**src/rtl/alarm_ring_controller.sv**
```systemverilog
// alarm_ring_controller
//
// Sits behind the clock/alarm time comparison. It rings once per matching
// minute, lets the user snooze a limited number of times (re-triggering at an
// exact minute), dismiss, or let the ring time out after a fixed number of
// seconds.
//
// Ports:
//   clk          system clock
//   RESET        asynchronous, active-low reset
//   en_check     high while the clock is in normal display mode
//   hours12_24   1 = 12 h format (hours 0..11), 0 = 24 h format (hours 0..23)
//   time_now     {hour, minute} of the running clock, binary
//   alarm_time   {hour, minute} of the stored alarm, binary
//   sec_tick     one-cycle pulse per second
//   snooze       one-cycle pulse from the snooze button
//   dismiss      one-cycle pulse from the dismiss button
//   ring         melody enable
//   led          alarm LED (blinks while ringing, steady while snoozing)
//   snoozing     high while waiting for the snooze minute
//   snooze_left  snoozes still available for the current alarm event
module alarm_ring_controller #(
    parameter int RING_SEC   = 60,
    parameter int SNOOZE_MIN = 5,
    parameter int MAX_SNOOZE = 3,
    parameter int BLINK_DIV  = 25000000
) (
    input  logic        clk,
    input  logic        RESET,
    input  logic        en_check,
    input  logic        hours12_24,
    input  logic [15:0] time_now,
    input  logic [15:0] alarm_time,
    input  logic        sec_tick,
    input  logic        snooze,
    input  logic        dismiss,
    output logic        ring,
    output logic        led,
    output logic        snoozing,
    output logic [1:0]  snooze_left
);

    localparam logic [1:0] ST_IDLE    = 2'd0;
    localparam logic [1:0] ST_RINGING = 2'd1;
    localparam logic [1:0] ST_SNOOZE  = 2'd2;
    localparam logic [1:0] ST_DONE    = 2'd3;

    localparam int BLINK_W = (BLINK_DIV > 1) ? $clog2(BLINK_DIV) : 1;

    logic [1:0]         state_q, state_d;
    logic [7:0]         sec_cnt_q, sec_cnt_d;
    logic [BLINK_W-1:0] blink_cnt_q, blink_cnt_d;
    logic               led_q, led_d;
    logic [1:0]         snooze_left_q, snooze_left_d;
    logic [15:0]        snooze_target_q, snooze_target_d;
    logic [15:0]        trig_time_q, trig_time_d;

    logic [7:0]         tgt_min, tgt_hour;
    logic [15:0]        snooze_target_calc;

    // Time SNOOZE_MIN minutes from now, with minute carry into the hour and
    // the hour wrapping at 12 or 24 depending on the display format.
    always_comb begin
        tgt_min  = time_now[7:0] + 8'(SNOOZE_MIN);
        tgt_hour = time_now[15:8];
        if (tgt_min >= 8'd60) begin
            tgt_min  = tgt_min - 8'd60;
            tgt_hour = tgt_hour + 8'd1;
        end
        if (tgt_hour >= (hours12_24 ? 8'd12 : 8'd24)) begin
            tgt_hour = 8'd0;
        end
        snooze_target_calc = {tgt_hour, tgt_min};
    end

    // Next-state logic. Every entry into RINGING restarts the ring-second
    // counter and the blink phase, so a re-trigger after snooze gets a full
    // ring period starting with the LED lit.
    always_comb begin
        state_d         = state_q;
        sec_cnt_d       = sec_cnt_q;
        blink_cnt_d     = blink_cnt_q;
        led_d           = led_q;
        snooze_left_d   = snooze_left_q;
        snooze_target_d = snooze_target_q;
        trig_time_d     = trig_time_q;

        case (state_q)
            ST_IDLE: begin
                if (en_check && (time_now == alarm_time)) begin
                    state_d       = ST_RINGING;
                    trig_time_d   = time_now;
                    sec_cnt_d     = 8'd0;
                    snooze_left_d = 2'(MAX_SNOOZE);
                    led_d         = 1'b1;
                    blink_cnt_d   = '0;
                end
            end

            ST_RINGING: begin
                if (blink_cnt_q == BLINK_W'(BLINK_DIV - 1)) begin
                    blink_cnt_d = '0;
                    led_d       = ~led_q;
                end else begin
                    blink_cnt_d = blink_cnt_q + 1'b1;
                end

                // A snooze with none left is simply ignored, so the ring
                // keeps timing out normally on that cycle.
                if (!en_check) begin
                    state_d = ST_DONE;
                end else if (dismiss) begin
                    state_d = ST_DONE;
                end else if (snooze && (snooze_left_q != 2'd0)) begin
                    state_d         = ST_SNOOZE;
                    snooze_target_d = snooze_target_calc;
                    snooze_left_d   = snooze_left_q - 2'd1;
                end else if (sec_tick) begin
                    if (sec_cnt_q == 8'(RING_SEC - 1)) begin
                        state_d = ST_DONE;
                    end else begin
                        sec_cnt_d = sec_cnt_q + 8'd1;
                    end
                end
            end

            ST_SNOOZE: begin
                if (dismiss) begin
                    state_d = ST_DONE;
                end else if (en_check && (time_now == snooze_target_q)) begin
                    state_d     = ST_RINGING;
                    sec_cnt_d   = 8'd0;
                    trig_time_d = time_now;
                    led_d       = 1'b1;
                    blink_cnt_d = '0;
                end
            end

            ST_DONE: begin
                // Stay here until the minute that triggered us has passed,
                // otherwise IDLE would immediately match again.
                if (time_now != trig_time_q) begin
                    state_d = ST_IDLE;
                end
            end

            default: begin
                state_d = ST_IDLE;
            end
        endcase
    end

    always_ff @(posedge clk or negedge RESET) begin
        if (!RESET) begin
            state_q         <= ST_IDLE;
            sec_cnt_q       <= 8'd0;
            blink_cnt_q     <= '0;
            led_q           <= 1'b0;
            snooze_left_q   <= 2'(MAX_SNOOZE);
            snooze_target_q <= 16'd0;
            trig_time_q     <= 16'd0;
        end else begin
            state_q         <= state_d;
            sec_cnt_q       <= sec_cnt_d;
            blink_cnt_q     <= blink_cnt_d;
            led_q           <= led_d;
            snooze_left_q   <= snooze_left_d;
            snooze_target_q <= snooze_target_d;
            trig_time_q     <= trig_time_d;
        end
    end

    // Outputs decode registered state only; reset clears them without a clock.
    assign ring        = (state_q == ST_RINGING);
    assign snoozing    = (state_q == ST_SNOOZE);
    assign led         = (state_q == ST_SNOOZE) || ((state_q == ST_RINGING) && led_q);
    assign snooze_left = snooze_left_q;

endmodule
```
**config.mk**
```make
export PLATFORM = sky130hd
export DESIGN_NAME = alarm_ring_controller
export DESIGN_NICKNAME = d
export VERILOG_FILES = /design/src/rtl/alarm_ring_controller.sv
export SDC_FILE = /design/constraint.sdc
export NUM_CORES = 1
export LEC_CHECK = 0
export ABC_CLOCK_PERIOD_IN_PS = 2260
export BUFFER_PORTS_ARGS = -buffer_cell sky130_fd_sc_hd__buf_2
export CORE_MARGIN = 2
export CORE_UTILIZATION = 41
export CTS_CLUSTER_SIZE = 28
export DETAILED_ROUTE_END_ITERATION = 12
export PLACE_DENSITY_LB_ADDON = 0.1
export SLEW_MARGIN = 20
export SYNTH_ARGS = -nofsm -noshare
export SYNTH_HDL_FRONTEND = slang
export SYNTH_SLANG_ARGS = --single-unit
```
**constraint.sdc**
```tcl
create_clock -name clk -period 2.26 [get_ports clk]
set_input_delay 0.113 -clock clk [delete_from_list [all_inputs] [get_ports clk]]
set_output_delay 0.113 -clock clk [all_outputs]
set_load 0.02 [all_outputs]
```
# Word-level counts from Yosys, hierarchy flattened
# Cells that the tools add are included.
dict set report op_classes {
  n_addsub 6
  n_lt_le_gt_ge 2
  eq_ne 22
  n_mux 42
  n_bitwise 2
  n_reduce_logical 17
}
# cell n
set op_table {}
lappend op_table {{$mux W25} 4}
lappend op_table {{$mux W8} 11}
lappend op_table {{$pmux W25 S3} 1}
lappend op_table {{$mux W16} 3}
lappend op_table {{$eq A16 B16 Y1} 2}
lappend op_table {{$pmux W16 S2} 1}
lappend op_table {{$mux W2} 13}
lappend op_table {{$add A25 B1 Y25 const B} 1}
lappend op_table {{$eq A25 B25 Y1 const B} 1}
lappend op_table {{$pmux W8 S3} 1}
lappend op_table {{$add A8 B1 Y8 const B} 2}
lappend op_table {{$ne A16 B16 Y1} 1}
lappend op_table {{$ne A2 B2 Y1 const B} 8}
lappend op_table {{$reduce_and A5 Y1} 3}
lappend op_table {{$reduce_and A4 Y1} 3}
lappend op_table {{$reduce_and A9 Y1} 1}
lappend op_table {{$add A8 B3 Y8 const B} 1}
lappend op_table {{$eq A8 B6 Y1 const B} 1}
lappend op_table {{$ge A8 B5 Y1} 1}
lappend op_table {{$ge A8 B6 Y1 const B} 1}
lappend op_table {{$pmux W2 S4} 1}
lappend op_table {{$sub A8 B6 Y8 const B} 1}
lappend op_table {{$ne A2 B1 Y1 const B} 3}
lappend op_table {{$reduce_bool A2 Y1} 3}
lappend op_table {{15 further kinds} 23}
dict set report word_totals {
  register_bits 70
  in_bits 39
}

# Longest topological paths before layout
dict set report depth {
  depth_word 7
  mapped_depth 14
  ltp_nobuf 13
}

# Worst setup path before layout
# Ideal clock, no wire load.
dict set report synth_timing {
  path_type {input to register}
  start {input port time_now[1]}
  end {register snooze_target_q[8]}
  setup_time_ps 135
  arrival_time_ps 2466
  required_ps 2125
  slack_ps -340
  cell_stages 14
  path_buffers 1
  cell_sequence {buf_2 a21oi_4 xnor2_1 ha_1 nand3_2 nand2_2 nand2_1 xor2_1 ha_1 nand3b_1 a21oi_1 and3b_1 o31ai_4 o31ai_1}
}
dict set report synth_via {
  elab_chain_cells 5
}
# item line
set synth_lines {}
lappend synth_lines {{start, declared} 32} ;# input logic [15:0] time_now,
lappend synth_lines {{$add A8 B3 Y8 *} 64} ;# tgt_min = time_now[7:0] + 8'(SNOOZE_MIN);
lappend synth_lines {{$ge A8 B6 Y1 *} 66} ;# if (tgt_min >= 8'd60) begin
lappend synth_lines {{$mux W8 *} 66}
lappend synth_lines {{$ge A8 B5 Y1} 70} ;# if (tgt_hour >= (hours12_24 ? 8'd12 : 8'd24)) begin
lappend synth_lines {{$mux W8 *} 70}
lappend synth_lines {{end signal, assigned} 168} ;# snooze_target_q <= snooze_target_d;
lappend synth_lines {{end, declared} 55} ;# logic [15:0] snooze_target_q, snooze_target_d;
# Every way passes the cells marked *; elsewhere a longest branch is shown, timed or not.
# A chain may end at the register's enable or synchronous reset.

# Final worst setup path
dict set report layout_timing {
  start {input port time_now[1]}
  end {register snooze_target_q[10]}
}
# The elaborated chain is that of the path after synthesis.

==> summary.md <==
| Metric | Value |
|---|---|
| Aggregate negative setup slack | 0 ns |
| Vias in the first global route | 3876 |
| Synth Area in Compound Gates | 0.154 |
| Max-cap violation count | 0 |
| Top FF cell, synth | dfrtp_1 |
| Final count of negative-setup-slack endpoints | 0 |
| Die H | 110 µm |
| Syn Nets | 548 |
| Die Area | 12200 µm² |
| Slew at the pin closest to its max-slew limit | 0.705 ns |
| Synth area leader | dfrtp_1 |
| Clk_lat worst skew | 0.34 ns |
| H-tree depth | 3 |
| Tmin final | 2.20 ns |
| Antenna violations before repair | 0 |
| Area Overhead vs Synth | 22.7% |
| Post-Synth XOR/XNOR Area | 0.113 |
| Vias | 3977 |
| Post-synthesis simple-gate area fraction | 0.211 |
| Min Hold Slack | 0.120 ns |
| Post-DP HPWL | 8.99 mm |
| Seq/Total Area, Yosys | 0.378 |
| DR pass1 iterations | 4 |
| Drt initial violations | 227 |
| Lkg Pwr | 2.60 nW |
| TritonCTS clock tree | yes |
| Clock sink total | 70 |
| WP data arrival | 2.41 ns |
| DRC | 0 |
| Max Slew Vio Count | 0 |
| VDD IR-drop max | 0.000477 V |
| CTS Buffer Depth | 2 |
| Largest net degree at the start of global routing | 29 |
| Global-route usage over all layers | 0.201 |
| CP required | 2.46 ns |
| Post-synthesis mux area share | 0.0647 |
| Outcome | finished, final reports clean |
| Synth area leaders | dfrtp_1 37%, xor2_1 8.1%, o21ai_0 5.2% |
| Boundary Pins | 44 |
| Post-Syn Area | 4640 µm² |
| Commonest non-fill, non-tap cell in the layout | dfrtp_1 |
| Hold Path Class | input pin to register |
| F_max | 454 MHz |
| Yosys warning count | 0 |
| First-pass GRT wire length | 19.6 mm |
| Distinct cells, synth | 69 |
| Yosys top cell area share | 0.367 |
| Gpl congestion | 0.872 |
| Pwr Density | 791 nW/µm² |
| Number of buffers created by CTS | 9 |
| Layout cells sized above 1 | 0.288 |
| Synth Instances | 501 |
| Storage element area | 1750 µm² |
| Clock slew at reported path FFs | 0.06 ns |
| Vias per cell | 5.47 |
| Multi-input gate area | 2700 µm² |
| RSZ-0062 raised after global routing | yes |
| CP startpoint kind | input pin |
| EDFF count, synth | 0 |
| CP max FO | 5 |
| Clock root buffer | clkbuf_16 |
| # diodes | 0 |
| Avg WL per Cell | 16.6 µm |
| Nets@finish | 629 |
| Crit end category | register |
| Hold Fails Final Rpt | 0 |
| Initial Utilization | 0.424 |
| Commonest non-fill, non-tap cells in the layout | 68 x dfrtp_1, 53 x buf_4, 47 x o21ai_0 |
| Fin crit share | 0.975 |
| Worst rel slew slack | 0.530 |
| Post-Route WL | 12.1 mm |
| Critical path type | input pin to register |
| Final Skew | 0.00990 ns |
| Post-synthesis adder-cell area fraction | 0.0216 |
| FFs w/ async S/R, synth | 1.00 |
| Die X | 110 µm |
| Yosys reg bits | 70 |
| Mean post-synth cell area | 9.27 µm² |
| Core area | 10900 µm² |
| Largest family of logic cells by synthesized area | simple AND/OR/NAND/NOR gates |
| Fillers | 1075 |
| GRT Residual Overflow | 0 |
| Port Buf Inserts | 43 |
| Number of routed nets with antenna violations | 0 |
| Core Rows | 38 |
## per-stage QoR
step	utilization	std cells	total power [mW]	area [µm²]	worst slack (ns)
global route	0.521	727	4.78	5700	-0.0985
finish	0.521	727	4.51	5700	0.0557
detailed placement	0.483	705	3.02	5280	-0.330
CTS	0.512	722	4.51	5600	0.0256
floorplan	-	501	2.52	4690	-0.202
global placement	0.483	705	3.00	5280	-0.290
## per-layer routing
layer,share of wire,wire length [µm],up-vias,global-route usage
li1,-,-,1974,-
met5,0,0,-,0
met1,0.51,6200,1920,0.294
met2,0.44,5310,73,0.300
met3,0.035,428,10,0.0357
met4,0.011,128,0,0.0658
## cell type report
| cell class | count | area share |
|---|---|---|
| tap | 140 | 0.0307 |
| multi-input combinational | 386 | 0.474 |
| timing repair buffer | 100 | 0.124 |
| sequential | 70 | 0.308 |
| clock inverter | 6 | 0.0121 |
| clock buffer | 10 | 0.0419 |
| inverter | 15 | 0.00988 |
## where the power goes
group / internal, mW / switching, mW / leakage (nW)
clock network: 0.893 / 0.592 / 0.149
logic: 0.591 / 0.823 / 1.50
registers: 1.45 / 0.163 / 0.945
total: 2.93 / 1.58 / 2.60
## critical path, cell delays in order
cell,delay [ns]
buf_8,0.11
a21oi_4,0.24
xnor2_2,0.16
ha_2,0.23
nand3_4,0.09
nand2_4,0.11
nand2_4,0.05
xor2_2,0.15
ha_1,0.30
nand3b_1,0.07
a21oi_1,0.11
and3b_2,0.23
o31ai_4,0.32
o31ai_1,0.13
## final timing paths
| kind | startpoint | to | slack [ns] | depth (start not counted) |
|---|---|---|---|---|
| setup / recovery | time_now[1] | snooze_target_q[10] | 0.06 | 14 |
| hold / removal | time_now[8] | trig_time_q[8] | 0.12 | 2 |
| setup reg to reg | snooze_target_q[14] | sec_cnt_q[0] | 0.14 | 7 |
| hold reg to reg | blink_cnt_q[22] | blink_cnt_q[22] | 0.48 | 1 |
| max in group asynchronous | RESET | blink_cnt_q[20] | 1.21 | 3 |
| min in group asynchronous | RESET | trig_time_q[11] | 0.35 | 2 |
## what timing repair did
action                     in CTS  in global routing
setup buffers                   0                  5
gates resized for setup         0                 18
hold endpoints to repair       26                  0
hold buffers                    1                  0
setup endpoints to repair       0                 12
## cell usage after synthesis (4+ instances only)
| cell type | count |
|---|---|
| dfrtp_1 | 68 |
| o21ai_0 | 48 |
| xor2_1 | 43 |
| nand2_1 | 36 |
| nor2_1 | 35 |
| mux2_2 | 19 |
| nand3_1 | 19 |
| nand4_1 | 18 |
| xnor2_1 | 17 |
| a21oi_1 | 16 |
| inv_1 | 14 |
| o31ai_1 | 14 |
| nor4_1 | 13 |
| buf_2 | 11 |
| nor3_1 | 9 |
| and2_1 | 8 |
| ha_1 | 8 |
| a31oi_1 | 7 |
| clkbuf_1 | 7 |
| and3_1 | 6 |
| buf_6 | 6 |
| and4_1 | 5 |
| o41ai_1 | 4 |
## registers in the layout, summed over array words and instances, names as in the netlist
signal	count
snooze_target_q	16
trig_time_q	16
led_q	1
snooze_left	2
state_q	2
sec_cnt_q	8
blink_cnt_q	25
## cell families after synthesis
family,Yosys count
buffers and inverters,45
DFF,70
AOI/OAI and AO/OA,111
muxes,26
adders and majority gates,8
and+or+nand+nor,181
xor gates and xnor gates,60
Power figures use the tool's default switching activity.
